File: src/rtl/m_cond_issue.sv
// Issue sequencer: a 2-entry instruction FIFO whose head is checked against NZCV.
// Passing heads go to execute, failing heads are squashed, and conditional heads wait on pending flag writes.
package m_cond_issue_pkg;
    typedef enum logic [2:0] {
        K_ALU    = 3'd0,
        K_MUL    = 3'd1,
        K_LDST   = 3'd2,
        K_BRANCH = 3'd3,
        K_SYS    = 3'd4
    } e_kind;

    typedef enum logic [3:0] {
        C_EQ = 4'h0, C_NE = 4'h1, C_CS = 4'h2, C_CC = 4'h3,
        C_MI = 4'h4, C_PL = 4'h5, C_VS = 4'h6, C_VC = 4'h7,
        C_HI = 4'h8, C_LS = 4'h9, C_GE = 4'hA, C_LT = 4'hB,
        C_GT = 4'hC, C_LE = 4'hD, C_AL = 4'hE, C_NV = 4'hF
    } e_cond;
endpackage

module m_cond_issue
    import m_cond_issue_pkg::*;
#(
    parameter int unsigned MAX_PENDING = 3
) (
    input  logic        clk,
    input  logic        reset,
    input  logic        in_valid,
    output logic        in_ready,
    input  logic [31:0] in_instruction,
    input  e_kind       in_kind,
    input  e_cond       in_cond,
    input  logic        in_sets_flags,
    output logic        out_valid,
    input  logic        out_ready,
    output logic [31:0] out_instruction,
    output e_kind       out_kind,
    output logic        out_squash,
    input  logic        flags_wr_valid,
    input  logic [3:0]  flags_wr,
    input  logic        flush,
    output logic [3:0]  flags
);
    localparam int PW = 3;
    localparam logic [PW-1:0] MAXP = PW'(MAX_PENDING);

    typedef struct packed {
        logic [31:0] instr;
        e_kind       kind;
        e_cond       cond;
        logic        sets_flags;
    } entry_t;

    entry_t          r_mem [2];
    logic            r_rd;
    logic            r_wr;
    logic [1:0]      r_count;
    logic [PW-1:0]   r_pending;
    logic [3:0]      r_flags;

    entry_t          w_head;
    logic            w_nonempty;
    logic            w_uncond;
    logic            w_wait;
    logic            w_eval;
    logic            w_pass;
    logic            w_block;
    logic            w_push;
    logic            w_pop;
    logic            w_inc;

    // Flags are packed {N,Z,C,V}.
    function automatic logic cond_pass(input e_cond c, input logic [3:0] f);
        logic n, z, cf, v;
        {n, z, cf, v} = f;
        case (c)
            C_EQ:    cond_pass = z;
            C_NE:    cond_pass = !z;
            C_CS:    cond_pass = cf;
            C_CC:    cond_pass = !cf;
            C_MI:    cond_pass = n;
            C_PL:    cond_pass = !n;
            C_VS:    cond_pass = v;
            C_VC:    cond_pass = !v;
            C_HI:    cond_pass = cf && !z;
            C_LS:    cond_pass = !cf || z;
            C_GE:    cond_pass = (n == v);
            C_LT:    cond_pass = (n != v);
            C_GT:    cond_pass = !z && (n == v);
            C_LE:    cond_pass = z || (n != v);
            default: cond_pass = 1'b1;
        endcase
    endfunction

    assign w_head     = r_mem[r_rd];
    assign w_nonempty = (r_count != 2'd0);
    assign w_uncond   = (w_head.cond == C_AL) || (w_head.cond == C_NV);
    assign w_wait     = w_nonempty &&
                        ((!w_uncond && (r_pending != '0)) ||
                         (w_head.sets_flags && (r_pending == MAXP)));
    assign w_eval     = w_nonempty && !w_wait;
    assign w_pass     = cond_pass(w_head.cond, r_flags);
    assign w_block    = reset || flush;

    assign out_valid       = w_eval && w_pass && !w_block;
    assign out_squash      = w_eval && !w_pass && !w_block;
    assign out_instruction = w_nonempty ? w_head.instr : 32'h0;
    assign out_kind        = w_nonempty ? w_head.kind : K_ALU;
    assign in_ready        = !reset && !flush && (r_count != 2'd2);
    assign flags           = r_flags;

    assign w_push = in_valid && in_ready;
    assign w_pop  = (out_valid && out_ready) || out_squash;
    assign w_inc  = out_valid && out_ready && w_head.sets_flags;

    always_ff @(posedge clk) begin
        if (reset) begin
            r_count   <= 2'd0;
            r_rd      <= 1'b0;
            r_wr      <= 1'b0;
            r_pending <= '0;
            r_flags   <= 4'b0000;
        end else begin
            if (flags_wr_valid) begin
                r_flags <= flags_wr;
            end
            // A write-back with nothing outstanding saturates at zero.
            if (w_inc && !flags_wr_valid) begin
                r_pending <= r_pending + PW'(1);
            end else if (!w_inc && flags_wr_valid && (r_pending != '0)) begin
                r_pending <= r_pending - PW'(1);
            end
            if (flush) begin
                r_count <= 2'd0;
                r_rd    <= 1'b0;
                r_wr    <= 1'b0;
            end else begin
                if (w_push) r_wr <= ~r_wr;
                if (w_pop)  r_rd <= ~r_rd;
                r_count <= r_count + {1'b0, w_push} - {1'b0, w_pop};
            end
        end
    end

    always_ff @(posedge clk) begin
        if (w_push) begin
            r_mem[r_wr] <= '{instr: in_instruction, kind: in_kind,
                             cond: in_cond, sets_flags: in_sets_flags};
        end
    end
endmodule

File: config.mk
export PLATFORM = sky130hd
export DESIGN_NAME = m_cond_issue
export DESIGN_NICKNAME = d
export VERILOG_FILES = /design/src/rtl/m_cond_issue.sv
export SDC_FILE = /design/constraint.sdc
export NUM_CORES = 1
export LEC_CHECK = 0
export ABC_CLOCK_PERIOD_IN_PS = 7600
export CORE_ASPECT_RATIO = 0.75
export CORE_UTILIZATION = 50
export CTS_BUF_LIST = sky130_fd_sc_hd__clkbuf_16
export CTS_CLUSTER_DIAMETER = 100
export DETAILED_ROUTE_END_ITERATION = 12
export DONT_BUFFER_PORTS = 1
export PLACE_DENSITY = 0.66
export REMOVE_ABC_BUFFERS = 1
export SYNTH_ARGS = -nofsm -noshare
export SYNTH_HDL_FRONTEND = slang
export SYNTH_SLANG_ARGS = --single-unit
File: constraint.sdc
create_clock -name clk -period 7.6 [get_ports clk]
set_input_delay 1.52 -clock clk [delete_from_list [all_inputs] [get_ports clk]]
set_output_delay 1.52 -clock clk [all_outputs]
set_load 0.01 [all_outputs]
### Yosys cells after proc, flatten, opt, wreduce, memory -nomap -nowiden

Memory sizes are Yosys's and may differ from the RTL's. A register that Yosys moved wholly into a read port is not among the register bits.
Index checks and enable logic that the tools add are counted.

| word-level totals | value |
|---|---|
| bits in registers | 11 |
| RAM bits | 80 |
| bits of input ports | 50 |
| output and inout bits | 42 |
| memories | 1 |

| cells by class | value |
|---|---|
| add/sub/neg operators | 4 |
| eq/ne operators | 19 |
| mux-type cells | 9 |
| bitwise gates (word level) | 2 |
| reduce and logical (&&, ||, !) cells | 41 |

Memory list:

| name | words | width | rd ports | clocked after memory_dff | write ports | RTL line | text |
|---|---|---|---|---|---|---|---|
| r_mem | 2 | 40 | 1 | 1 | 1 | 53 | `entry_t r_mem [2];` |

Operators with widths:

| operator | count |
|---|---|
| equality test 4 bit (second input constant) | 8 |
| 2-to-1 mux 32 bit | 1 |
| logical AND 1 bit | 18 |
| equality test 4 x 3 -> 1 bit (second input constant) | 4 |
| one-hot mux 1 bit (14 select lines) | 1 |
| logical NOT 1 bit | 12 |
| 2-to-1 mux 3 bit | 3 |
| equality test 4 x 2 -> 1 bit (second input constant) | 2 |
| logical OR 1 bit | 6 |
| equality test 4 x 1 -> 1 bit (second input constant) | 1 |
| logical NOT 4 bit | 1 |
| 2-to-1 mux 1 bit | 4 |
| nonzero test 2 bit | 2 |
| adder 3 x 1 -> 3 bit (second input constant) | 1 |
| equality test 3 x 2 -> 1 bit (second input constant) | 1 |
| nonzero test 3 bit | 1 |
| subtractor 3 x 1 -> 3 bit (second input constant) | 1 |
| adder 2 x 1 -> 2 bit | 1 |
| != test 2 bit (second input constant) | 1 |
| inverter 1 bit | 2 |
| OR reduction 2 bit | 1 |
| subtractor 2 x 1 -> 2 bit | 1 |
| equality test 1 bit | 1 |
| != test 1 bit | 1 |

### Longest topological paths before layout

| depth | value |
|---|---|
| word-level depth | 17 |
| depth in mapped cells | 13 |
| depth with buffers taken out | 11 |

### Worst setup path before layout

Ideal clock, no wire load.

| timing | value |
|---|---|
| path kind | input-to-reg |
| start point | input flush |
| end point | memory r_mem[0][0] (netlist name), enable pin |
| arrival time | 3934 ps |
| path slack | 3228 ps |
| cell stages on the path | 4 |
| buffers on the path | 0 |
| cell sequence | nor2_1 > a21boi_0 > nand2_1 > nor2_1 |

| between the ends | value |
|---|---|
| word-level cells in the longest chain between the ends | 6 |

Ends and longest elaborated chain:

| what | RTL line | text |
|---|---|---|
| from (decl) | 40 | `input logic flush,` |
| logical NOT 1 bit | 108 | `assign in_ready = !reset && !flush && (r_count != 2'd2);` |
| logical AND 1 bit (2 in a row) | 108 |  |
| named net in_ready | 28 | `output logic in_ready,` |
| logical AND 1 bit | 111 | `assign w_push = in_valid && in_ready;` |
| 2-to-1 mux 1 bit | 145 | `if (w_push) begin` |
| 2-to-1 mux 1 bit (not written as such) | 146 | `r_mem[r_wr] <= '{instr: in_instruction, kind: in_kind,` |
| to (decl) | 53 |  |

The timed path passes the listed nets, and every way through them passes these cells.

==> results.tsv <==
stage	metric	value	unit
synthesis	muxShareOfSynthArea	13.00	%
clock_network	tritoncts	yes	
sta	skew	0.002771	ns
clock_network	worstSkewPairLatency	0.33	ns
clock_network	numCtsBuffers	9	
synthesis	ys_async_sr_fraction	0	%
drt	drt-total-wl	6323	um
global_route	grt_pass1_vias	2016	
synthesis	synth_compound_area_share	3.530	%
cells_and_area	final_common_cell	edfxtp_1	
synthesis	synth-seq-area-share	67.78	%
cells_and_area	drive_above_1_share	11.47	%
pwr	power_leakage	1.366	nW
drt	firstDrtPassIters	4	
sta	slew_headroom	46.60	%
run	maxCapViolations	0	
synthesis	synth_adder_area_share	1.155	%
floorplanning	io_pins	92	
sta	fin_crit	4.165	ns
floorplanning	die_h	78.47	um
floorplanning	die_x	104.0	um
global_route	antenna_found_initial	0	
cells_and_area	fin_nets	327	
worst_setup_path	crit_required	6.08	ns
synthesis	netlist.area_leader.share	61.62	%
hold_path	worstHoldStart	r_rd	
cells_and_area	antenna_cells	0	
global_route	grt_max_degree	53	
hold_path	whs_path_depth	2	
outcome	outcome	finished, final reports clean	
global_route	grtUsageTotal	16.42	%
place	dp_hpwl	4108	um
drt	antenna_left	0	
worst_setup_path	critPathKind	reg -> out	
sta	tightest_slew	0.8010	ns
worst_setup_path	start_kind	register	
clock_network	holdBufCountCts	0	
place	port_buffers	0	
worst_setup_path	critPathCaptureType	primary output	
synthesis	avgSynthCellArea	14.44	um2
place	dpl-instance-area	4015	um2
synthesis	synthCells	270	
clock_network	cts-root-buf	clkbuf_16	
pwr	power_density	249.4	nW/um2
drt	drc_errors	0	
clock_network	htreeDepth	3	
synthesis	yosys.area_share.simple	10.78	%
worst_setup_path	critPathArrivalTime	2.65	ns
global_route	grt_pass1_wl	9956	um
synthesis	synthFlopType	edfxtp_1	
drt	wl_per_cell	16.64	um
drt	first_iter_violations	114	
pwr	total_power	0.001076	W
global_route	grt-ovfl-total	0	
cells_and_area	instances_no_fill	380	
clock_network	cts_num_sinks	92	
synthesis	synth_top_family_by_area	multiplexers	
clock_network	cts_resized	0	
drt	vias_per_cell	5.442	
sta	final-hold-violation-count	0	
synthesis	synth-seq-cells	92	
clock_network	path_clk_slew	0.06	ns
sta	maxSlewViolCount	0	
synthesis	synth_xor_area_share	1.573	%
place	dp.cells	364	
sta	timing.final.crit_share	54.81	%
synthesis	yosysWarnings	0	
worst_setup_path	r2r_cells	11	
synthesis	synth_area_leaders	edfxtp_1 62%, mux2i_1 12%, dfxtp_1 6.2%	
clock_network	clk_path_buf_depth	2	
sta	max_freq	240.1	MHz
floorplanning	core_area	7432	um2
synthesis	synth-edff-count	80	
sta	rsz0062_at_grt	no	
cells_and_area	layout_common_cells	80 x edfxtp_1, 45 x mux2i_1, 45 x nor2_1	
sta	hold_ws	0.5494	ns
cells_and_area	design_area	4315	um2
clock_network	postCtsSetupBuffers	0	
sta	setup_violations	0	
drt	route.vias.total	2068	
synthesis	synth_top_area_cell	edfxtp_1	
pwr	peakVddDrop	0.1451	mV
floorplanning	die-area	8158	um2
floorplanning	rows	27	
synthesis	ys_types	47	
synthesis	synth_area	3899	um2
place	place_congestion	0.7526	
floorplanning	start_util	52.46	%
hold_path	hp-class	reg -> reg	
sta	finalSetupTns	0	ns
cells_and_area	area_growth	10.69	%
worst_setup_path	cp_max_fo	52	
## logic make-up after synthesis
logic type	count (synthesis)
AOI/OAI and AO/OA	17
xor gates and xnor gates	7
adders and majority gates	3
buffers and inverters	18
DFF	92
muxes	50
and+or+nand+nor	83
## sequential cells by signal, summed over array words and instances (netlist names), named ones only
signal,flops
r_mem,80
flags,4
r_pending,3
r_count,2
r_rd,1
r_wr,1
## worst max-delay path, cell delays in order, from the launching register on
cell and delay (ns):
dfxtp_2 0.31, buf_4 0.62, nand3_1 0.25, and4b_1 0.26, nor4_1 0.44, o32ai_1 0.20, and2_1 0.22
## per-layer routing
layer	vias to the layer above	part of all wire, %	global-route usage, %
li1	1017	-	-
met1	968	44	19.86
met2	73	44	24.20
met3	10	10	8.887
met4	0	1.6	7.429
met5	-	0	0
## per-stage QoR
| stage | worst slack (ns) | utilization (%) |
|---|---|---|
| floorplan | 3.132 | - |
| global placement | 3.510 | 54.02 |
| detailed placement | 3.473 | 54.02 |
| CTS | 3.420 | 58.06 |
| global route | 3.159 | 58.06 |
| finish | 3.435 | 58.06 |
## cells in the mapped netlist (all sizes together) (2+ instances only)
library cell and instances:
xor2 2, nor2 48, nand3 4, mux2i 45, a311oi 2, nand4b 2
inv 7, edfxtp 80, nor3 6, buf 7, nor2b 2, xnor2 5
ha 2, and2 2, nand2 3, nand3b 3, clkbuf 4, a31oi 5
nand2b 2, mux2 5, dfxtp 12
## final cells by class
cell class              instances  area, um2
fillers                       594       3117
flip-flops and latches         92       2644
multi-input cells             160       1189
clock buffers                   9      225.2
well taps                     101      126.4
clock inverters                 7      75.07
repair buffers                  4      30.03
inverters                       7      26.28
## path summary, 6_finish.rpt
check	end	slack [ns]
max	out_valid	3.43
min	register	0.55
max reg2reg	r_pending[2]	3.83
min reg2reg	register	0.55
## power by group
| group | leakage [nW] | total [W] | internal [W] | switching (W) |
|---|---|---|---|---|
| logic | 0.397 | 0.0000654 | 0.0000305 | 0.0000349 |
| clock network | 0.144 | 0.000434 | 0.000256 | 0.000178 |
| registers | 0.825 | 0.000577 | 0.000564 | 0.0000123 |
| total | 1.37 | 0.00108 | 0.000851 | 0.000225 |
(Power assumes the default switching activity.)
